<file path="src/rtl/seg7_frame_decoder.sv">
// seg7_frame_decoder
//   Turns a stream of active-low seven-segment patterns (bit6 = a .. bit0 = g),
//   most significant digit first, back into a binary value.
//   A beat flagged last closes the frame. The block then presents the value,
//   the number of digits it accumulated and an error flag until the consumer
//   takes the result.
//   Optional feature macro: SEG7_BLANK_SKIP_EN. When it is defined, the blank
//   pattern 1111111 is accepted as a no-op beat instead of an invalid pattern.
module seg7_frame_decoder #(
    parameter int MAX_DIGITS = 3,   // maximum decimal digits per frame
    parameter int OUT_W      = 10   // 2**OUT_W must exceed 10**MAX_DIGITS - 1
) (
    input  logic             clk_i,
    input  logic             rst_i,
    input  logic             seg_valid_i,
    output logic             seg_ready_o,
    input  logic [6:0]       seg_data_i,
    input  logic             seg_last_i,
    output logic             res_valid_o,
    input  logic             res_ready_i,
    output logic [OUT_W-1:0] res_value_o,
    output logic [3:0]       res_digits_o,
    output logic             res_err_o
);

    // Four spare bits cover the x10 + d growth before truncation.
    localparam int         ACC_W   = OUT_W + 4;
    localparam logic [3:0] MAX_CNT = 4'(MAX_DIGITS);

    typedef enum logic {
        ST_COLLECT = 1'b0,
        ST_RESULT  = 1'b1
    } state_t;

    state_t             state_q, state_d;
    logic [OUT_W-1:0]   acc_q, acc_d;
    logic [3:0]         cnt_q, cnt_d;
    logic               err_q, err_d;

    logic               pat_is_digit;
    logic               pat_is_blank;
    logic [3:0]         pat_digit;
    logic [ACC_W-1:0]   acc_ext;
    logic [ACC_W-1:0]   acc_mac;
    logic               beat_acc;
    logic               res_fire;

    // Pattern decode: active-low segment code to digit value plus a validity flag.
    always_comb begin
        pat_is_digit = 1'b1;
        pat_digit    = 4'd0;
        case (seg_data_i)
            7'b0000001: pat_digit = 4'd0;
            7'b1001111: pat_digit = 4'd1;
            7'b0010010: pat_digit = 4'd2;
            7'b0000110: pat_digit = 4'd3;
            7'b1001100: pat_digit = 4'd4;
            7'b0100100: pat_digit = 4'd5;
            7'b0100000: pat_digit = 4'd6;
            7'b0001111: pat_digit = 4'd7;
            7'b0000000: pat_digit = 4'd8;
            7'b0000100: pat_digit = 4'd9;
            default:    pat_is_digit = 1'b0;
        endcase
    end

`ifdef SEG7_BLANK_SKIP_EN
    // A fully dark digit is a blanked leading zero: accepted, but a no-op.
    assign pat_is_blank = (seg_data_i == 7'b1111111);
`else
    // Blank is just another pattern outside the table and flags an error.
    assign pat_is_blank = 1'b0;
`endif

    // acc*10 + d computed wide as (acc<<3) + (acc<<1) + d, then truncated.
    assign acc_ext = {4'b0000, acc_q};
    assign acc_mac = (acc_ext << 3) + (acc_ext << 1) + {{(ACC_W-4){1'b0}}, pat_digit};

    // Handshake qualifiers for both sides.
    assign beat_acc = seg_valid_i & seg_ready_o;
    assign res_fire = res_valid_o & res_ready_i;

    // State register.
    always_ff @(posedge clk_i or posedge rst_i) begin
        if (rst_i) state_q <= ST_COLLECT;
        else       state_q <= state_d;
    end

    // Next-state: the last accepted beat closes the frame and the result handshake reopens it.
    always_comb begin
        state_d = state_q;
        case (state_q)
            ST_COLLECT: if (beat_acc && seg_last_i) state_d = ST_RESULT;
            ST_RESULT:  if (res_ready_i)            state_d = ST_COLLECT;
            default:                                state_d = ST_COLLECT;
        endcase
    end

    // Outputs: pure state decode, so res_ready has no combinational path to seg_ready.
    always_comb begin
        seg_ready_o = (state_q == ST_COLLECT);
        res_valid_o = (state_q == ST_RESULT);
    end

    // Accumulator next-state. Overflow digits and bad patterns only raise err.
    always_comb begin
        acc_d = acc_q;
        cnt_d = cnt_q;
        err_d = err_q;
        if (beat_acc && !pat_is_blank) begin
            if (!pat_is_digit) begin
                err_d = 1'b1;
            end else if (cnt_q < MAX_CNT) begin
                acc_d = OUT_W'(acc_mac);
                cnt_d = cnt_q + 4'd1;
            end else begin
                err_d = 1'b1;
            end
        end
        if (res_fire) begin
            acc_d = '0;
            cnt_d = 4'd0;
            err_d = 1'b0;
        end
    end

    // Accumulator registers. Reset drops any partial frame.
    always_ff @(posedge clk_i or posedge rst_i) begin
        if (rst_i) begin
            acc_q <= '0;
            cnt_q <= 4'd0;
            err_q <= 1'b0;
        end else begin
            acc_q <= acc_d;
            cnt_q <= cnt_d;
            err_q <= err_d;
        end
    end

    // The result fields are the live accumulator, which holds still while in RESULT.
    assign res_value_o  = acc_q;
    assign res_digits_o = cnt_q;
    assign res_err_o    = err_q;

endmodule

</file>
<file path="config.mk">
export PLATFORM = sky130hd
export DESIGN_NAME = seg7_frame_decoder
export DESIGN_NICKNAME = d
export VERILOG_FILES = /design/src/rtl/seg7_frame_decoder.sv
export SDC_FILE = /design/constraint.sdc
export NUM_CORES = 1
export LEC_CHECK = 0
export CAP_MARGIN = 20
export CORE_MARGIN = 10
export CORE_UTILIZATION = 34
export CTS_CLUSTER_SIZE = 30
export DETAILED_ROUTE_END_ITERATION = 12
export PLACE_DENSITY_LB_ADDON = 0.12
export SLEW_MARGIN = 10
export SYNTH_ARGS = -nofsm -noshare
export SYNTH_HDL_FRONTEND = slang
export SYNTH_SLANG_ARGS = --single-unit
</file>
<file path="constraint.sdc">
create_clock -name clk_i -period 2.2 [get_ports clk_i]
set_input_delay 0.66 -clock clk_i [delete_from_list [all_inputs] [get_ports clk_i]]
set_output_delay 0.66 -clock clk_i [all_outputs]
set_load 0.02 [all_outputs]
</file>
==> out/summary.log, run 1 <==
qor: outcome.run_status complete, but fails checks
qor: outcome.failing_checks setup timing
qor: clock_tree.tritoncts_clock_tree done
qor: logic_synthesis.post-synth-top-area-fraction 29.5%
qor: worst_setup_path.cp_data_required_time 2380 ps
qor: sta.number_of_hold_violations_in_the_final_report 0
qor: logic_synthesis.synth.yosys.seq_area_share 29.5%
qor: sta.setup_violations 7
qor: sta.fin_worst_skew 11.9 ps
qor: route.maxUsedRoutingLayer met4
qor: clock_tree.cts_buffers 3
qor: finish.final_core_util 56.1%
qor: logic_synthesis.ys_types 38
qor: pwr.power.total 0.768 mW
qor: finish.final-instance-count-excl-fill 253
qor: logic_synthesis.synth-edff-count 0
qor: global_route.grt_pass1_wl 6180 um
qor: worst_setup_path.crit_path_frequent_cell sky130_fd_sc_hd__o21ai_2
qor: clock_tree.root_buffer sky130_fd_sc_hd__clkbuf_8
qor: placed_design.placedCellCount 238
qor: logic_synthesis.synth_flop_cell sky130_fd_sc_hd__dfrtp_1
qor: clock_tree.clock_tree.htree_level_count 1
qor: pwr.power_frac_comb 24.3%
qor: route.wl_per_cell 14.3 um
qor: sta.period_utilisation_layout 128%
qor: worst_setup_path.critical_path.max_fanout 4
qor: clock_tree.cts_max_path_buffers 2
qor: placed_design.port_buffers 28
qor: clock_tree.cts_hold_repair.buffers 0
qor: route.remaining_drc_errors 0
qor: flow_run.max_capacitance_violation_total 0
qor: finish.antenna_cells 0
qor: die.rows 22
qor: route.wl_met2 1730 um
qor: global_route.grt_overflow_total 0
qor: die.dieArea 6920 sq um
qor: route.detail_route.wirelength.met1 1650 um
qor: finish.area_growth_syn_to_layout 55.7%
qor: route.totalWireLength 3630 um
qor: clock_tree.clk_transition_reported_paths 60 ps
qor: worst_setup_path.critical-path-max-stage-delay 540 ps
qor: sta.layout_min_cycle_time 2810 ps
qor: sta.fin_worst_hold_slack 490 ps
qor: worst_setup_path.r2r_setup_slack -80 ps
qor: sta.rsz0062_at_grt yes
qor: route.drt_first_pass_iters 4
qor: global_route.grt_start_max_net_pins 25
qor: hold_path.holdCritPathClass flip-flop to flip-flop
qor: route.drt_iter0_drc 37
qor: die.ios 29
qor: route.detail_route.vias_per_cell 5.04
qor: sta.max_slew_margin 77.8%
qor: sta.fmax 356 MHz
qor: logic_synthesis.synthArstFlopShare 100%
qor: pwr.share_seq_of_total_power 40.7%
qor: clock_tree.worst_skew_pair.late_latency 260 ps
qor: global_route.first_global_vias 1,310
qor: die.floorplan.initialDensity 36.0%
qor: pwr.vdd_drop_max 0.000282 V
qor: placed_design.worst_setup_slack_before_clock_tree_synthesis -1360 ps
qor: logic_synthesis.ys_warn_count 0
qor: pwr.internal-power 0.556 mW
qor: finish.final_net_count 235
qor: pwr.share_of_power_burned_in_the_clock_network 35.0%
qor: sta.final_critical_path_setup_slack -613 ps
qor: logic_synthesis.synth_fp_nets 172
qor: worst_setup_path.timing.critical_path.slowest_stage_cell sky130_fd_sc_hd__or4_4
qor: finish.layout-drive-gt1-share 43.4%
qor: pwr.switching_power 0.212 mW
qor: worst_setup_path.critical_path.cell_chain buf_8 > nand2_4 > or4_4 > a21oi_4 > a31o_1 > ha_2 > ha_4 > inv_2 > fa_2 > nor2b_1 > o21a_1 > o21ai_2 > o211a_1 > o21ai_2
qor: placed_design.placer_s_final_routability_congestion_estimate 0.837
qor: die.placeableCoreArea 3770 sq um
qor: pwr.power.leakage 0.948 nW
qor: clock_tree.cts.sinks 16
qor: pwr.power.switching_fraction 27.6%
qor: route.route.vias.total 1,276
qor: sta.timing_worst_slew_pin_value 324 ps
qor: logic_synthesis.syn-instance-count 143
qor: worst_setup_path.worstSetupEndpointType flip-flop
qor: logic_synthesis.synth_area_leaders sky130_fd_sc_hd__dfrtp_1 (29%), sky130_fd_sc_hd__ha_1 (14%), sky130_fd_sc_hd__o21ai_2 (8.4%)
qor: route.wl_met3 237 um
qor: pwr.cellPowerDensity 363 nW/um^2
qor: placed_design.hpwl 2670 um
qor: route.residual_antenna_violating_net_count_after_detailed_routing 0
qor: logic_synthesis.synth.largest_area_cell sky130_fd_sc_hd__dfrtp_1
qor: global_route.antenna_violations_before_repair 0
qor: die.die_w 83.2 um
qor: logic_synthesis.synth.ff_latch_count 16
qor: logic_synthesis.post_synth.cell_area_avg 9.50 sq um
qor: die.die_y 83.2 um
qor: worst_setup_path.startpoint_type input pin
qor: worst_setup_path.worst-setup-path-type input pin to flip-flop
qor: sta.finalMaxSlewViolations 0
qor: worst_setup_path.worst_ep_arrival_time 2990 ps
qor: logic_synthesis.combined_area_of_all_synthesized_cells 1360 sq um
qor: global_route.gr-usage-all-layers 10.3%
[state kept, by name, summed over array words and instances, names as in the netlist]
name,count
res_digits_o,4
res_err_o,1
res_valid_o,1
res_value_o,10
[cell families (layout without fill, tap and decap cells)]
logic type | after synthesis | count (layout) | share of synthesized area, %
compound gates | 34 | 34 | 19.2
xor+xnor | 6 | 6 | 3.87
fa+ha+maj | 17 | 17 | 16.8
buf+inv | 18 | 80 | 6.81
flops | 16 | 16 | 29.5
simple gates | 52 | 52 | 23.9
[final cells by class]
type                       instances  area, sq um
multi-input combinational        109          968
timing repair buffer              63          583
inverter                          13         48.8
fill                             338         1660
clock buffer                       4         55.1
tap                               48         60.1
sequential                        16          400
[worst paths after layout]
path	depth (start not counted)	start	endpoint
worst min-delay path	2	res_err_o	res_err_o
worst max register to register	10	res_value_o[0]	res_value_o[7]
min in group asynchronous	3	rst_i	res_value_o[5]
max in group asynchronous	3	rst_i	res_digits_o[1]
worst max-delay path	14	seg_data_i[0]	res_value_o[8]
worst min register to register	2	res_err_o	res_err_o
[synth_stat cells (4+ instances only)]
library cell              number
sky130_fd_sc_hd__nand2_1       7
sky130_fd_sc_hd__nand3_2       8
sky130_fd_sc_hd__nor2_1        7
sky130_fd_sc_hd__a21oi_1       5
sky130_fd_sc_hd__nand3_1       8
sky130_fd_sc_hd__inv_1        13
sky130_fd_sc_hd__o21ai_2      13
sky130_fd_sc_hd__ha_1         15
sky130_fd_sc_hd__dfrtp_1      16
sky130_fd_sc_hd__nor2b_1       4
[repair_timing]
action / in CTS / in global routing
endpoints found under the setup margin: 13 / 7
gates resized for setup: 53 / 7
pin swaps: 30 / 17
buffers inserted: 10 / 4
[power by group through the flow]
stage          clock, mW  combinational [mW]  sequential [mW]
3_3_place_gp           0               0.163            0.318
3_5_place_dp           0               0.165            0.319
2_1_floorplan          0              0.0687            0.331
4_1_cts            0.280               0.180            0.313
6_report           0.269               0.186            0.313
5_1_grt            0.297               0.202            0.315
[worst max-delay path: cells and delay by family]
kind / cells / cell delay, ps
AOI/OAI and AO/OA: 6 / 820
and+or+nand+nor: 3 / 710
adders and majority gates: 3 / 670
buffers and inverters: 2 / 130
[cells in the final DEF, fill, tap and decap left out, types with 2 or more instances in the layout]
cell / Yosys / routed
sky130_fd_sc_hd__buf_4: 0 / 27
sky130_fd_sc_hd__clkdlybuf4s50_1: 0 / 21
sky130_fd_sc_hd__dfrtp_1: 16 / 16
sky130_fd_sc_hd__o21ai_2: 13 / 15
sky130_fd_sc_hd__ha_1: 15 / 13
sky130_fd_sc_hd__inv_1: 13 / 12
sky130_fd_sc_hd__nand3_1: 8 / 8
sky130_fd_sc_hd__nand3_2: 8 / 8
sky130_fd_sc_hd__buf_6: 3 / 8
sky130_fd_sc_hd__nor2_1: 7 / 7
sky130_fd_sc_hd__nand2_1: 7 / 6
sky130_fd_sc_hd__a21oi_1: 5 / 4
sky130_fd_sc_hd__clkbuf_8: 0 / 4
sky130_fd_sc_hd__nor2b_1: 4 / 3
sky130_fd_sc_hd__xnor2_1: 3 / 3
sky130_fd_sc_hd__buf_8: 0 / 3
sky130_fd_sc_hd__buf_2: 2 / 3
sky130_fd_sc_hd__and3b_1: 2 / 2
sky130_fd_sc_hd__nor3b_2: 0 / 2
sky130_fd_sc_hd__nor3_2: 0 / 2
sky130_fd_sc_hd__a21oi_4: 1 / 2
sky130_fd_sc_hd__o21ai_1: 3 / 2
sky130_fd_sc_hd__nor4_1: 3 / 2
sky130_fd_sc_hd__xor2_2: 0 / 2
sky130_fd_sc_hd__and2_1: 2 / 2
sky130_fd_sc_hd__o21ai_0: 3 / 2
[per-layer routing]
metal  global-route usage, %  vias up
met5                       0        -
met4                    1.54        0
met3                    4.39        2
met2                    16.6       30
met1                    12.5      611
li1                        -      633
[per-stage QoR]
stage,area (sq um),setup TNS (ps)
after floorplan,1420,-3520
final,2120,-3090
after CTS,2070,-3350
after global placement,1900,-10360
after detailed placement,1900,-10570
after global routing,2120,-3700
(Power assumes the default switching activity.)
==> run 2, diff against run 1 <==
--- a/config.mk
+++ b/config.mk
@@ -8,5 +8,5 @@
 export CAP_MARGIN = 20
 export CORE_MARGIN = 10
-export CORE_UTILIZATION = 34
+export CORE_UTILIZATION = 28
 export CTS_CLUSTER_SIZE = 30
 export DETAILED_ROUTE_END_ITERATION = 12
==> constraint.sdc (replaced) <==
create_clock -name clk_i -period 2.2 [get_ports clk_i]
set_input_delay 0.66 -clock clk_i [delete_from_list [all_inputs] [get_ports clk_i]]
set_output_delay 0.66 -clock clk_i [all_outputs]
set_load 0.005 [all_outputs]
==> out/summary.log, run 2 (synthesis gave the netlist of run 1 again) <==
qor: finish.layout_commonest_cell sky130_fd_sc_hd__buf_4
qor: clock_tree.tritoncts_clock_tree done
qor: sta.final_critical_path_setup_slack -629 ps [-15.9 ps]
qor: sta.setup_violations 7 [unchanged]
qor: sta.number_of_hold_violations_in_the_final_report 0 [unchanged]
qor: finish.antenna_cells 0 [unchanged]
qor: flow_run.max_capacitance_violation_total 0 [unchanged]
qor: clock_tree.clk_transition_reported_paths 60 ps [about the same]
qor: route.totalWireLength 3870 um [+6.8%]
qor: worst_setup_path.cp_data_required_time 2340 ps [-40 ps]
qor: route.route.vias.total 1,292 [+1.3%]
qor: finish.top_library_cells_by_usage_in_the_layout_fill_and_taps_aside sky130_fd_sc_hd__buf_4 (29), sky130_fd_sc_hd__clkdlybuf4s50_1 (21), sky130_fd_sc_hd__dfrtp_1 (16)
qor: sta.fmax 354 MHz [-0.56%]
qor: clock_tree.worst_skew_pair.late_latency 260 ps [about the same]
qor: route.wl_per_cell 14.1 um [-1.4%]
qor: pwr.share_of_power_burned_in_the_clock_network 36.0% [+1.0 points]
qor: clock_tree.clock_tree.htree_level_count 1 [unchanged]
qor: placed_design.hpwl 2850 um [+6.9%]
qor: global_route.grt_pass1_wl 6410 um [+3.8%]
qor: placed_design.port_buffers 28 [unchanged]
qor: worst_setup_path.startpoint_type input pin
qor: sta.layout_min_cycle_time 2830 ps [+15.9 ps]
qor: global_route.grt_start_max_net_pins 19 [-24%]
qor: sta.finalMaxSlewViolations 0 [unchanged]
qor: clock_tree.cts_max_path_buffers 2 [unchanged]
qor: clock_tree.cts_buffers 3 [unchanged]
qor: die.die_y 89.7 um [+7.7%]
qor: finish.largest_register_ffs 10 [unchanged]
qor: die.rows 25 [+14%]
qor: die.die_w 89.7 um [+7.7%]
qor: global_route.grt_overflow_total 0 [unchanged]
qor: pwr.power.switching_fraction 26.5% [-1.1 points]
qor: pwr.cellPowerDensity 345 nW/um^2 [-4.9%]
qor: pwr.share_seq_of_total_power 41.6% [+0.9 points]
qor: sta.fin_worst_hold_slack 493 ps [+3.73 ps]
qor: outcome.failing_checks setup timing
qor: pwr.power_frac_comb 22.4% [-1.9 points]
qor: hold_path.holdCritPathClass flip-flop to flip-flop
qor: pwr.vdd_drop_max 0.000196 V [-31%]
qor: worst_setup_path.worst-setup-path-type input pin to flip-flop
qor: worst_setup_path.worstSetupEndpointType flip-flop
qor: worst_setup_path.critical_path.max_fanout 3 [-1]
qor: pwr.power.leakage 0.957 nW [+0.92%]
qor: die.placeableCoreArea 4720 sq um [+25%]
qor: clock_tree.root_buffer sky130_fd_sc_hd__clkbuf_8
qor: route.drt_first_pass_iters 3 [-1]
qor: sta.fin_worst_skew 5.99 ps [-5.89 ps]
qor: global_route.antenna_violations_before_repair 0 [unchanged]
qor: die.dieArea 8040 sq um [+16%]
qor: pwr.internal-power 0.552 mW [-0.63%]
qor: clock_tree.cts_hold_repair.buffers 0 [unchanged]
qor: sta.timing_worst_slew_pin_value 417 ps [+92.4 ps]
qor: pwr.switching_power 0.200 mW [-5.9%]
qor: route.detail_route.vias_per_cell 4.72 [-6.5%]
qor: route.drt_iter0_drc 115 [+210%]
qor: global_route.first_global_vias 1,341 [+2.4%]
qor: outcome.run_status complete, but fails checks
qor: sta.rsz0062_at_grt yes
qor: worst_setup_path.worst_ep_arrival_time 2970 ps [-20 ps]
qor: finish.final.fill_count 450 [+33%]
qor: route.residual_antenna_violating_net_count_after_detailed_routing 0 [unchanged]
qor: die.floorplan.initialDensity 28.8% [-7.3 points]
qor: sta.period_utilisation_layout 129% [+0.72 points]
qor: finish.area_growth_syn_to_layout 60.2%
qor: clock_tree.cts.sinks 16 [unchanged]
qor: finish.final_net_count 237 [+0.85%]
qor: route.remaining_drc_errors 0 [unchanged]
qor: sta.max_slew_margin 71.9% [-5.9 points]
qor: global_route.gr-usage-all-layers 9.98% [-0.29 points]
qor: finish.layout-drive-gt1-share 46.4% [+3.0 points]
qor: finish.final-instance-count-excl-fill 274 [+8.3%]
qor: placed_design.placer_s_final_routability_congestion_estimate 0.849 [+1.4%]
qor: die.ios 29 [unchanged]
qor: placed_design.placedCellCount 260 [+9.2%]
==> run 2: critical path, stage by stage <==
cell	delay (ps)
sky130_fd_sc_hd__buf_8	100
sky130_fd_sc_hd__or4_4	540
sky130_fd_sc_hd__a21oi_4	160
sky130_fd_sc_hd__a31o_1	130
sky130_fd_sc_hd__ha_2	190
sky130_fd_sc_hd__ha_4	140
sky130_fd_sc_hd__inv_2	30
sky130_fd_sc_hd__fa_2	340
sky130_fd_sc_hd__nor2b_1	140
sky130_fd_sc_hd__o21a_1	160
sky130_fd_sc_hd__o21ai_2	80
sky130_fd_sc_hd__nand3_1	80
sky130_fd_sc_hd__o211a_1	160
sky130_fd_sc_hd__o21ai_2	50
==> run 2: path summary, 6_finish.rpt <==
| path | start | end | slack (ps) | depth (start not counted) |
|---|---|---|---|---|
| max | seg_data_i[4] | res_value_o[8] | -630 | 14 |
| min in group asynchronous | rst_i | res_value_o[6] | 720 | 3 |
| max in group asynchronous | rst_i | res_value_o[9] | 1280 | 3 |
| min | res_err_o | res_err_o | 490 | 2 |
| min reg2reg | res_err_o | res_err_o | 490 | 2 |
| max reg2reg | res_value_o[2] | res_value_o[8] | -50 | 10 |
==> run 2: metrics by stage <==
step           instance area [sq um]  worst slack, ps  setup TNS, ps  power, mW  utilization, %
3_3_place_gp                    1940            -1350         -10670      0.468            41.1
5_1_grt                         2180             -721          -3880      0.795            46.1
3_5_place_dp                    1940            -1370         -11070      0.471            41.1
6_report                        2180             -629          -3270      0.752            46.1
4_1_cts                         2090             -669          -3420      0.756            44.3
2_1_floorplan                   1420             -698          -3520      0.385               -
==> run 2: cell type report <==
cell class / instances / area (sq um) / area share (%)
Inverter: 13 / 48.8 / 2.24
Timing Repair Buffer: 65 / 604 / 27.8
Multi-Input combinational cell: 109 / 985 / 45.2
Tap cell: 67 / 83.8 / 3.85
Clock buffer: 4 / 55.1 / 2.53
Sequential cell: 16 / 400 / 18.4
==> run 2: per-layer routing <==
| layer | up-vias | global-route usage, % | wire length [um] |
|---|---|---|---|
| met5 | - | 0 | 0 |
| met4 | 0 | 2.46 | 28 |
| met3 | 4 | 3.61 | 295 |
| met2 | 31 | 16.3 | 1840 |
| met1 | 625 | 12.1 | 1710 |
| li1 | 632 | - | - |
==> run 2: timing repair <==
| action | in CTS | in global routing |
|---|---|---|
| pin swaps | 30 | 17 |
| buffers inserted | 8 | 2 |
| resized for setup | 46 | 17 |
| setup endpoints to repair | 13 | 7 |
==> run 2: power groups by stage <==
| stage | clock network [mW] | registers, mW | logic [mW] |
|---|---|---|---|
| after floorplan | 0 | 0.319 | 0.0664 |
| after global placement | 0 | 0.318 | 0.150 |
| after detailed placement | 0 | 0.319 | 0.153 |
| after CTS | 0.283 | 0.313 | 0.159 |
| after global routing | 0.296 | 0.314 | 0.185 |
| final | 0.271 | 0.313 | 0.169 |
==> run 3, diff against run 2 <==
- SLEW_MARGIN: 10 -> 20
==> results of run 3 <==
Same layout as run 2: the final DEF is identical, and so are final timing and power.
